<file path="config.mk">
export PLATFORM = sky130hd
export DESIGN_NAME = fpu_wb_queue
export DESIGN_NICKNAME = d
export VERILOG_FILES = /design/src/rtl/fpu_wb_queue.sv
export SDC_FILE = /design/constraint.sdc
export NUM_CORES = 1
export LEC_CHECK = 0
export ABC_CLOCK_PERIOD_IN_PS = 2400
export CAP_MARGIN = 20
export CORE_MARGIN = 5
export CORE_UTILIZATION = 55
export DETAILED_ROUTE_END_ITERATION = 10
export DONT_BUFFER_PORTS = 1
export HOLD_SLACK_MARGIN = 0.08
export PLACE_DENSITY = 0.72
export SETUP_SLACK_MARGIN = 0.02
export SYNTH_ARGS = -nofsm -noshare
export SYNTH_HDL_FRONTEND = slang
export SYNTH_SLANG_ARGS = --single-unit
</file>
<file path="constraint.sdc">
create_clock -name clk -period 2.4 [get_ports clk]
set_clock_uncertainty 0.05 [all_clocks]
set_input_delay 0.24 -clock clk [delete_from_list [all_inputs] [get_ports clk]]
set_output_delay 0.24 -clock clk [all_outputs]
set_load 0.03 [all_outputs]
</file>
<file path="src/rtl/fpu_wb_queue.sv">
// fpu_wb_queue: in-order FIFO of {tag, 32-bit result} between the FPU converters and the float register-file write port.
// Ports: clk, rst (sync, active-high); in_valid/in_ready/in_data/in_tag producer side;
// out_valid/out_ready/out_data/out_tag register-file side; flush drops all entries; count is occupancy 0..DEPTH.
// Optional macro FPU_WB_FTZ_EN: denormal inputs are stored as signed zero.
module fpu_wb_queue #(
  parameter int DEPTH = 4,
  parameter int TAG_W = 5,
  parameter int CNT_W = 3
) (
  input  logic             clk,
  input  logic             rst,
  input  logic             in_valid,
  output logic             in_ready,
  input  logic [31:0]      in_data,
  input  logic [TAG_W-1:0] in_tag,
  output logic             out_valid,
  input  logic             out_ready,
  output logic [31:0]      out_data,
  output logic [TAG_W-1:0] out_tag,
  input  logic             flush,
  output logic [CNT_W-1:0] count
);
  localparam int AW = $clog2(DEPTH);
  logic [TAG_W+31:0] mem_q [DEPTH];
  logic [AW-1:0]     wr_q, rd_q;
  logic [CNT_W-1:0]  cnt_q;
  logic [31:0]       wdata;
  logic              push, pop;
`ifdef FPU_WB_FTZ_EN
  assign wdata = (in_data[30:23] == 8'h00 && |in_data[22:0]) ? {in_data[31], 31'b0} : in_data;
`else
  assign wdata = in_data;
`endif
  assign in_ready  = cnt_q != CNT_W'(DEPTH);
  assign out_valid = cnt_q != '0;
  assign push      = in_valid && in_ready;
  assign pop       = out_valid && out_ready;
  assign count     = cnt_q;
  // empty queue presents zeros rather than stale storage
  assign {out_tag, out_data} = out_valid ? mem_q[rd_q] : '0;
  always_ff @(posedge clk)
    if (push && !flush && !rst) mem_q[wr_q] <= {in_tag, wdata};
  always_ff @(posedge clk) begin
    if (rst || flush) begin
      wr_q  <= '0;
      rd_q  <= '0;
      cnt_q <= '0;
    end else begin
      if (push) wr_q <= wr_q + 1'b1;
      if (pop) rd_q <= rd_q + 1'b1;
      cnt_q <= cnt_q + CNT_W'(push) - CNT_W'(pop);
    end
  end
endmodule
</file>
==> key figures <==
Yosys
  – Netlist cell types: 28
  – Async S/R FF share, synth: 0
  – Synthesized area: 0.006096 sq mm
  – Dominant cells by area after synthesis: edfxtp_1 (73%), mux4_2 (13%), nor2b_1 (3.1%)
  – Register area share after synthesis: 0.7586
  – Synthesized flop and latch total: 157
  – Syn Nets: 333
  – Yosys synthesis warning count: 0
  – Commonest cells post-synth: edfxtp_1 (148), mux4_2 (35), nor2b_1 (30)
  – Yosys top cell by area: edfxtp_1
  – Most frequently used flop master after synthesis: edfxtp_1
  – Mean Syn Cell Area: 21.46 sq um
  – Post-synth top area share: 0.7291
  – Syn Inst Count: 284
  – Most common cell in the netlist: edfxtp_1
  – Number of synthesized flops with an enable pin: 148

Global route
  – First-pass GRT wire length: 17,010 um
  – Antenna violations before repair: 0
  – Met1 GRT Util: 0.2053
  – Top Usage Layer GRT: met2
  – Pin count of the biggest net entering global routing: 40
  – Vias in the first global route: 3,114
  – Grt ovf: 0
  – Global Route Usage Sum: 0.1766
  – Grt met3 use: 0.04895
  – Met2 Use GR: 0.3156

Place
  – RePlAce Congestion: 0.7600
  – DP HPWL: 6113 um
  – IO Port Bufs: 0
  – Dpl cell area: 0.006435 sq mm

Clocking
  – CTS tree: yes
  – Clk_lat worst skew: 0.51 ns
  – H-tree levels: 4
  – Clock buffer depth: 2
  – Clock-pin slew on the worst setup and hold paths: 0.06 ns
  – CTS buffer count: 17
  – Clk sinks: 157
  – Clock root cell: clkbuf_8

Min path
  – Hold path depth: 2
  – Class of the worst hold path: input port to flop

Layout
  – Footprint of the multi-input gates: 0.001406 sq mm
  – FF+latch area: 0.004643 sq mm
  – Number of diodes: 0
  – Finished Core Util: 0.7004
  – Area Growth Syn to Fin: 24.55%
  – Nets@finish: 415
  – Layout cells sized above 1: 0.3245
  – Fillers: 682
  – Finished layout cell area: 0.007592 sq mm

STA
  – Period utilization: 0.9628
  – Final setup fails: 0
  – Min Tclk post-route: 2.311 ns
  – Final-report hold violation count: 0
  – Worst-Margin Slew: 1.047 ns
  – Max-slew violation count: 0
  – Slew margin rel.: 0.3022
  – FMAX: 0.4327 GHz
  – RSZ-0062 raised after global routing: false

Drt
  – Drt drc: 0
  – Via count of the routed design: 2,875
  – Drt initial violations: 81
  – Final wirelength: 11,190 um
  – Routed length per instance: 21.56 um
  – Antenna-violating nets left: 0
  – TritonRoute pass-1 iters: 4
  – Vias per cell: 5.539

Setup path
  – Critical path type: flop to flop
  – Worst Path Required: 2.75 ns
  – CP Capture Point: count[2]$_SDFF_PP0_
  – CP dominant cell by count: inv_2
  – CP max stage delay: 0.39 ns
  – Max FO, Critical Path: 3
  – R2r setup slk: 0.09 ns
  – Worst r2r src: count[1]$_SDFF_PP0_
  – Crit path cell chain: or3b_4, and2_4, inv_4, ha_4, inv_2, ha_2, inv_2, fa_2, xnor2_2, xnor2_1, and2_1
  – Crit Reg-Reg Endpoint: count[2]$_SDFF_PP0_
  – Origin of the worst setup path: count[1]$_SDFF_PP0_
  – Crit path depth: 11
  – Crit end category: flop
  – Crit start category: flop
  – Top delay family on crit path: adder cells
  – WP buf/inv: 3
  – Slowest CP cell: or3b_4
  – Worst reg2reg path depth: 11
  – CP arrival: 2.67 ns

Power and ir drop
  – Final Total Pwr: 0.006309 W
  – Leakage: 2.509 nW
  – Cell Pwr Density: 831.0 mW/mm^2
  – Peak VDD IR: 0.5615 mV

Floorplan
  – Num rows: 38
  – Die Y-Extent: 115.3 um
  – Top Ports: 84
  – Die area: 0.01329 sq mm
  – Starting Density: 0.5623
  – Die Wd: 115.3 um
  – Core area: 0.01084 sq mm

Run status
  – Outcome: finished, final reports clean

Job
  – Maxcap violations: 0
==> per-stage QoR <==
stage               hold WS, ns    TNS, ns  setup slack (ns)  instances
floorplan                0.2537  -0.007090         -0.007090        284
global placement         0.2566          0            0.1230        439
detailed placement       0.2595          0           0.09008        439
CTS                      0.3352          0           0.01325        515
global route             0.3593          0          0.004896        519
finish                   0.3559          0           0.08919        519
==> report_power, final <==
part	switching, W	internal [W]
Combinational	0.000325	0.000210
Sequential	0.0000137	0.00303
Clock	0.00103	0.00170
Total	0.00137	0.00494
==> worst min-delay path by stage <==
stage | endpoint | slack, ns | start
global placement | count[1]$_SDFF_PP0_ | 0.26 | rst
floorplan | count[1]$_SDFF_PP0_ | 0.25 | rst
finish | count[1]$_SDFF_PP0_ | 0.36 | rst
detailed placement | count[1]$_SDFF_PP0_ | 0.26 | rst
global route | count[1]$_SDFF_PP0_ | 0.36 | flush
CTS | count[1]$_SDFF_PP0_ | 0.34 | rst
==> registers in the layout (all words and copies together), names as in the netlist, named ones only <==
name,count
count,3
rd_q,2
mem_q,148
wr_q,2
==> routing by layer <==
metal | vias up | wire, um
met1 | 1492 | 4392
li1 | 1310 | -
met4 | 0 | 107
met5 | - | 0
met2 | 63 | 6173
met3 | 10 | 519
==> cell type report <==
cell class	count	area share
flip-flops and latches	157	0.6116
multi-input cells	108	0.1852
repair buffers	76	0.09641
clock buffers	19	0.05554
clock inverters	13	0.02488
well taps	140	0.02307
inverters	6	0.003296
==> worst reg2reg max path, cell delays in order (launching register included) <==
cell and delay, ns:
dfxtp_4 0.35, or3b_4 0.39, and2_4 0.16, inv_4 0.06
ha_4 0.20, inv_2 0.04, ha_2 0.16, inv_2 0.04
fa_2 0.36, xnor2_2 0.14, xnor2_1 0.12, and2_1 0.13
==> cell families (layout without fill, tap and decap cells) <==
kind of cell    Yosys count  after routing  synth area share
simple gates             56             56           0.05932
buf+inv                  19            114           0.01950
mux                      37             37            0.1379
flops                   157            157            0.7586
fa+ha+maj                 7              7           0.01560
compound gates            5              5          0.004721
xor+xnor                  3              3          0.004311
==> timing repair <==
action / 4_1_cts / 5_1_grt
setup endpoints to repair: 30 / 15
setup buffers: 1 / 4
cloned: 1 / 0
pin swaps: 0 / 5
hold endpoints to repair: 157 / 0
gates resized for setup: 7 / 14
hold buffers: 42 / 0
==> layout by cell type, fill, tap and decap left out, types with 2 or more instances in the layout <==
cell type,netlist,routed
dfxtp_1,9,4
ha_1,6,4
clkinvlp_4,0,4
edfxtp_1,148,148
dfxtp_4,0,5
mux4_2,35,35
o21ai_0,4,4
clkbuf_16,0,16
dlygate4sd3_1,0,42
inv_1,6,3
buf_4,1,28
buf_12,1,2
mux4_1,2,2
buf_6,3,3
nor2b_1,30,24
bufinv_16,0,4
nand4_1,2,2
inv_6,0,3
nor2b_2,0,6
nor3_1,2,2
and2b_1,8,8
and2_1,2,2
clkbuf_1,4,2
and3_2,0,4
nand2_1,3,3
inv_2,0,2
Power figures use the tool's default switching activity.
==> patch 1: new RTL, same settings <==
The option `FPU_WB_FTZ_EN` is turned on by a define.
--- a/src/rtl/fpu_wb_queue.sv
+++ b/src/rtl/fpu_wb_queue.sv
@@ -2,6 +2,8 @@
 // Ports: clk, rst (sync, active-high); in_valid/in_ready/in_data/in_tag producer side;
 // out_valid/out_ready/out_data/out_tag register-file side; flush drops all entries; count is occupancy 0..DEPTH.
 // Optional macro FPU_WB_FTZ_EN: denormal inputs are stored as signed zero.
+`define FPU_WB_FTZ_EN
+
 module fpu_wb_queue #(
   parameter int DEPTH = 4,
   parameter int TAG_W = 5,
Function: changed (a bounded check fails within 4 cycles, from zero or initial values).
==> patch 1 against the original RTL <==
- wire length is 2.6% lower
- setup slack worse by 6.9 ps
- critical path depth unchanged
- die area increased by 3.4%
- utilization decreased by 1.6 points
- area after synthesis increased by 3.7%
- power is 1.9% lower
- hold slack lost 240 ps
- final area rose by 2.1%
- sequential cell count unchanged
- critical endpoint unchanged
- largest cell class unchanged
==> patch 1: results <==
{
  "synth_area_leaders": "edfxtp_1, mux4_2, dfxtp_1",
  "maxSlewViolCount": 0,
  "grt_usage_pct": 17.4,
  "yosysSeqAreaShare_pct": 73.1,
  "cts-root-buf": "clkbuf_16",
  "grt_max_degree": 39,
  "worstMarginPinSlew_ps": 988,
  "wl_mm": 10.9,
  "crit_path_max_fanout": 5,
  "ir_drop_mv": 0.523,
  "clock_path_buffers": 2,
  "synth_edf_count": 148,
  "antenna_found_initial": 0,
  "top_register": "mem_q",
  "p_leak_nw": 2.59,
  "ys.flop_type": "edfxtp_1",
  "cts-htree-levels": 4,
  "routabilityCongestion": 0.741,
  "placed_area_mm2": 0.00671,
  "yosysWarnings": 0,
  "grt_pass1_wl_mm": 17.1,
  "yosys.cell_types.count": 31,
  "cts_buffers": 17,
  "worst-endpoint-arrival_ps": 2580,
  "path_clk_slew_ps": 60,
  "layout-drive-gt1-share_pct": 29.3,
  "hold_viol": 0,
  "firstDrtPassIters": 4,
  "diodes": 0,
  "async_reset_ff_share_pct": 0,
  "nets": 446,
  "ys_top_cells_by_count": "edfxtp_1, mux4_2, nor2b_1, and2_1, clkbuf_1",
  "hp-class": "primary input to flip-flop",
  "largest_reg_flops": 148,
  "drt_iter0_drc": 148,
  "outcome": "complete, no violations",
  "insertion_delay_ps": 410,
  "num_vias": 3026,
  "hpwl_mm": 6.20,
  "synth_nets": 372,
  "grt_pass1_vias": 3253,
  "postCtsSetupRepairBufs": 0,
  "portBuffers": 0,
  "place_ws_ps": 123
}
## patch 1: cell count changes in the layout (fill, tap and decap cells not counted), moves of 3 or more
cell	change
buf_6	-3
o21ai_0	-4
nor2_1	+5
nor2b_1	+4
buf_4	+5
mux4_2	-3
mux4_1	+3
inv_6	-3
clkinv_4	+3
and2_1	+23
nor2b_2	-6
## patch 1: path summary, 6_finish.rpt
check	from	endpoint	slack, ps	cells after the start
worst max register to register	count[0]	count[2]	80	11
worst min-delay path	out_ready	flip-flop	120	3
worst max-delay path	count[0]	count[2]	80	11
worst min register to register	rd_q[1]	flip-flop	490	2
## patch 1: kinds of logic after synthesis
logic type / share of synthesized area, %
simple gates: 8.01
xor+xnor: 0.416
mux: 13.5
buf+inv: 2.75
compound gates: 0.712
fa+ha+maj: 1.50
flops: 73.1
## patch 1: metal layers
layer  vias up  part of all wire, %  track usage (%)
met2        81                   52             28.2
met3         9                  5.2             4.37
li1       1398                    -                -
met4         0                  1.3             7.42
met1      1538                   42             22.5
met5         -                    0                0
## patch 1: area by class of cell
type | instances | area (um2)
clock buffer | 20 | 457
clock inverter | 12 | 140
fill | 748 | 3570
inverter | 7 | 26.3
multi-input combinational | 135 | 1570
sequential | 157 | 4640
tap | 143 | 179
timing repair buffer | 79 | 738
## patch 1: power breakdown
part	switching [W]	internal, W
clock	0.00102	0.00159
combinational	0.000314	0.000218
sequential	0.0000115	0.00303
## patch 1: timing repair
action                                 CTS  global route
gates resized for setup                  0             2
hold buffers                            42             1
endpoints found under the hold margin  157             2
setup endpoints to repair                0             1
## patch 1: worst max-delay path, stage by stage (launching register included)
cell and delay (ps):
dfxtp_4 360, or3b_4 400, and2_4 160, inv_2 60
ha_4 190, inv_2 60, ha_4 110, inv_2 30
fa_2 350, xor2_1 150, and2_1 140, nor3_1 160
## patch 1: metrics by stage
step	setup TNS, ps	instances	total power, W
2_1_floorplan	0	323	0.00345
3_3_place_gp	0	478	0.00356
3_5_place_dp	0	478	0.00357
4_1_cts	0	552	0.00623
5_1_grt	-2.76	553	0.00639
6_report	0	553	0.00619
==> patch 2: new RTL, same flow settings <==
Without the edit above. Put one more register stage on the output `count`, without a reset. The value now appears one clock later. The other outputs are not delayed to match.
--- a/src/rtl/fpu_wb_queue.sv
+++ b/src/rtl/fpu_wb_queue.sv
@@ -35,7 +35,9 @@
   assign out_valid = cnt_q != '0;
   assign push      = in_valid && in_ready;
   assign pop       = out_valid && out_ready;
-  assign count     = cnt_q;
+  always_ff @(posedge clk) begin
+    count <= cnt_q;
+  end
   // empty queue presents zeros rather than stale storage
   assign {out_tag, out_data} = out_valid ? mem_q[rd_q] : '0;
   always_ff @(posedge clk)
Behaviour: not the same (a bounded check fails within 4 cycles, from zero or initial values).
==> patch 2 against the original RTL <==
- sequential share of layout area is 0.16 points lower
- final area is 1.4% higher
- setup slack worse by 46 ps
- sequential power is 2% higher
- power is 3.6% lower
- utilization is 0.68 points higher
- critical endpoint is now cnt_q[2]
- sequential cell count is 3 higher
- non-clock buffer count is 12 higher
- wire length is 1.0% higher
- die area is 0.90% higher
- area after synthesis is 0.99% higher
- largest cell class unchanged
- critical path type unchanged
==> patch 2: results <==
{
  "relSlewSlack_pct": 60.8,
  "nets": 430,
  "routabilityCongestion": 0.759,
  "outcome": "complete, no violations",
  "grt_pass1_wl_mm": 16.8,
  "synth_nets": 336,
  "stdcell_count": 534,
  "cp_slowest_stage_delay_ps": 370,
  "hpwl_mm": 6.26,
  "ir_drop_mv": 0.686,
  "grt_pass1_vias": 3192,
  "grt_usage_pct": 17.5,
  "place_ws_ps": -5.78,
  "crit_path_max_fanout": 3,
  "sw_frac_of_total_pct": 24.2,
  "layout-drive-gt1-share_pct": 32.0,
  "wire_per_inst_um": 21.2,
  "num_vias": 2966,
  "synth_area_leaders": "edfxtp_1, mux4_2, dfxtp_1",
  "p_leak_nw": 2.59,
  "dp_cells": 454,
  "avgSynthCellArea_um2": 21.4,
  "ys_top_cells_by_count": "edfxtp_1, mux4_2, nor2b_1, dfxtp_1, and2b_1",
  "nFillCells": 639,
  "p_per_area_mw_per_mm2": 790,
  "yosysSeqAreaShare_pct": 76.1,
  "yosys.cell_types.count": 28
}
## patch 2: changes by cell type in the layout (fill, tap and decap cells not counted), sizes merged
cell,unedited run,this run
buf,34,44
inv,9,16
bufinv,4,0
clkinvlp,4,1
dfxtp,9,12
clkinv,2,4
## patch 2: cells by family after synthesis
kind of cell	count (synthesis)	share of synthesized area, %
AND/OR/NAND/NOR	56	5.87
multiplexers	37	13.7
buffers and inverters	19	1.93
AO/OA/AOI/OAI	5	0.468
XOR/XNOR	3	0.427
flip-flops	160	76.1
adder cells (fa/ha/maj)	7	1.54
## patch 2: power by group through the flow
stage                     Sequential, W  Combinational (W)  Clock, W
after floorplan                 0.00316           0.000313         0
after global placement          0.00316           0.000439         0
after detailed placement        0.00317           0.000446         0
after CTS                       0.00310           0.000533   0.00248
after global routing            0.00310           0.000579   0.00263
final                           0.00310           0.000540   0.00244
## patch 2: repair_timing
item,4_1_cts,5_1_grt
endpoints found under the hold margin,157,0
setup buffers,2,1
setup endpoints to repair,3,26
gates cloned,0,3
hold buffers,42,0
gates resized for setup,1,5
## patch 2: path summary, 6_finish.rpt
kind / startpoint / end / slack [ps] / cells past startpoint
max: cnt_q[1] / cnt_q[2] / 40 / 11
min: rst / cnt_q[1] / 330 / 2
max reg2reg: cnt_q[1] / cnt_q[2] / 40 / 11
min reg2reg: cnt_q[2] / count[2] / 440 / 1
## patch 2: critical path, delay by kind of cell (launching register included)
kind          cells  cell delay, ps
flops             1             360
buf+inv           3             170
simple gates      3             670
fa+ha+maj         3             720
xor+xnor          2             270
## patch 2: per-stage QoR
stage,total power (W),cell area (um2)
global placement,0.00360,6630
detailed placement,0.00361,6630
finish,0.00608,7700
CTS,0.00612,7620
floorplan,0.00348,6160
global route,0.00631,7700
## patch 2: layout make-up
| class | count | share of cell area (%) |
|---|---|---|
| timing repair buffer | 88 | 11.6 |
| multi-input combinational | 108 | 17.8 |
| tap | 140 | 2.27 |
| clock buffer | 17 | 5.38 |
| sequential | 160 | 61.0 |
| clock inverter | 15 | 1.61 |
| inverter | 6 | 0.292 |
## patch 2: metal layers
layer	track usage, %	wire (um)	vias to the layer above
li1	-	-	1343
met1	20.9	4560	1521
met2	30.0	5930	84
met3	6.01	629	18
met4	5.88	192	0
met5	0	0	-
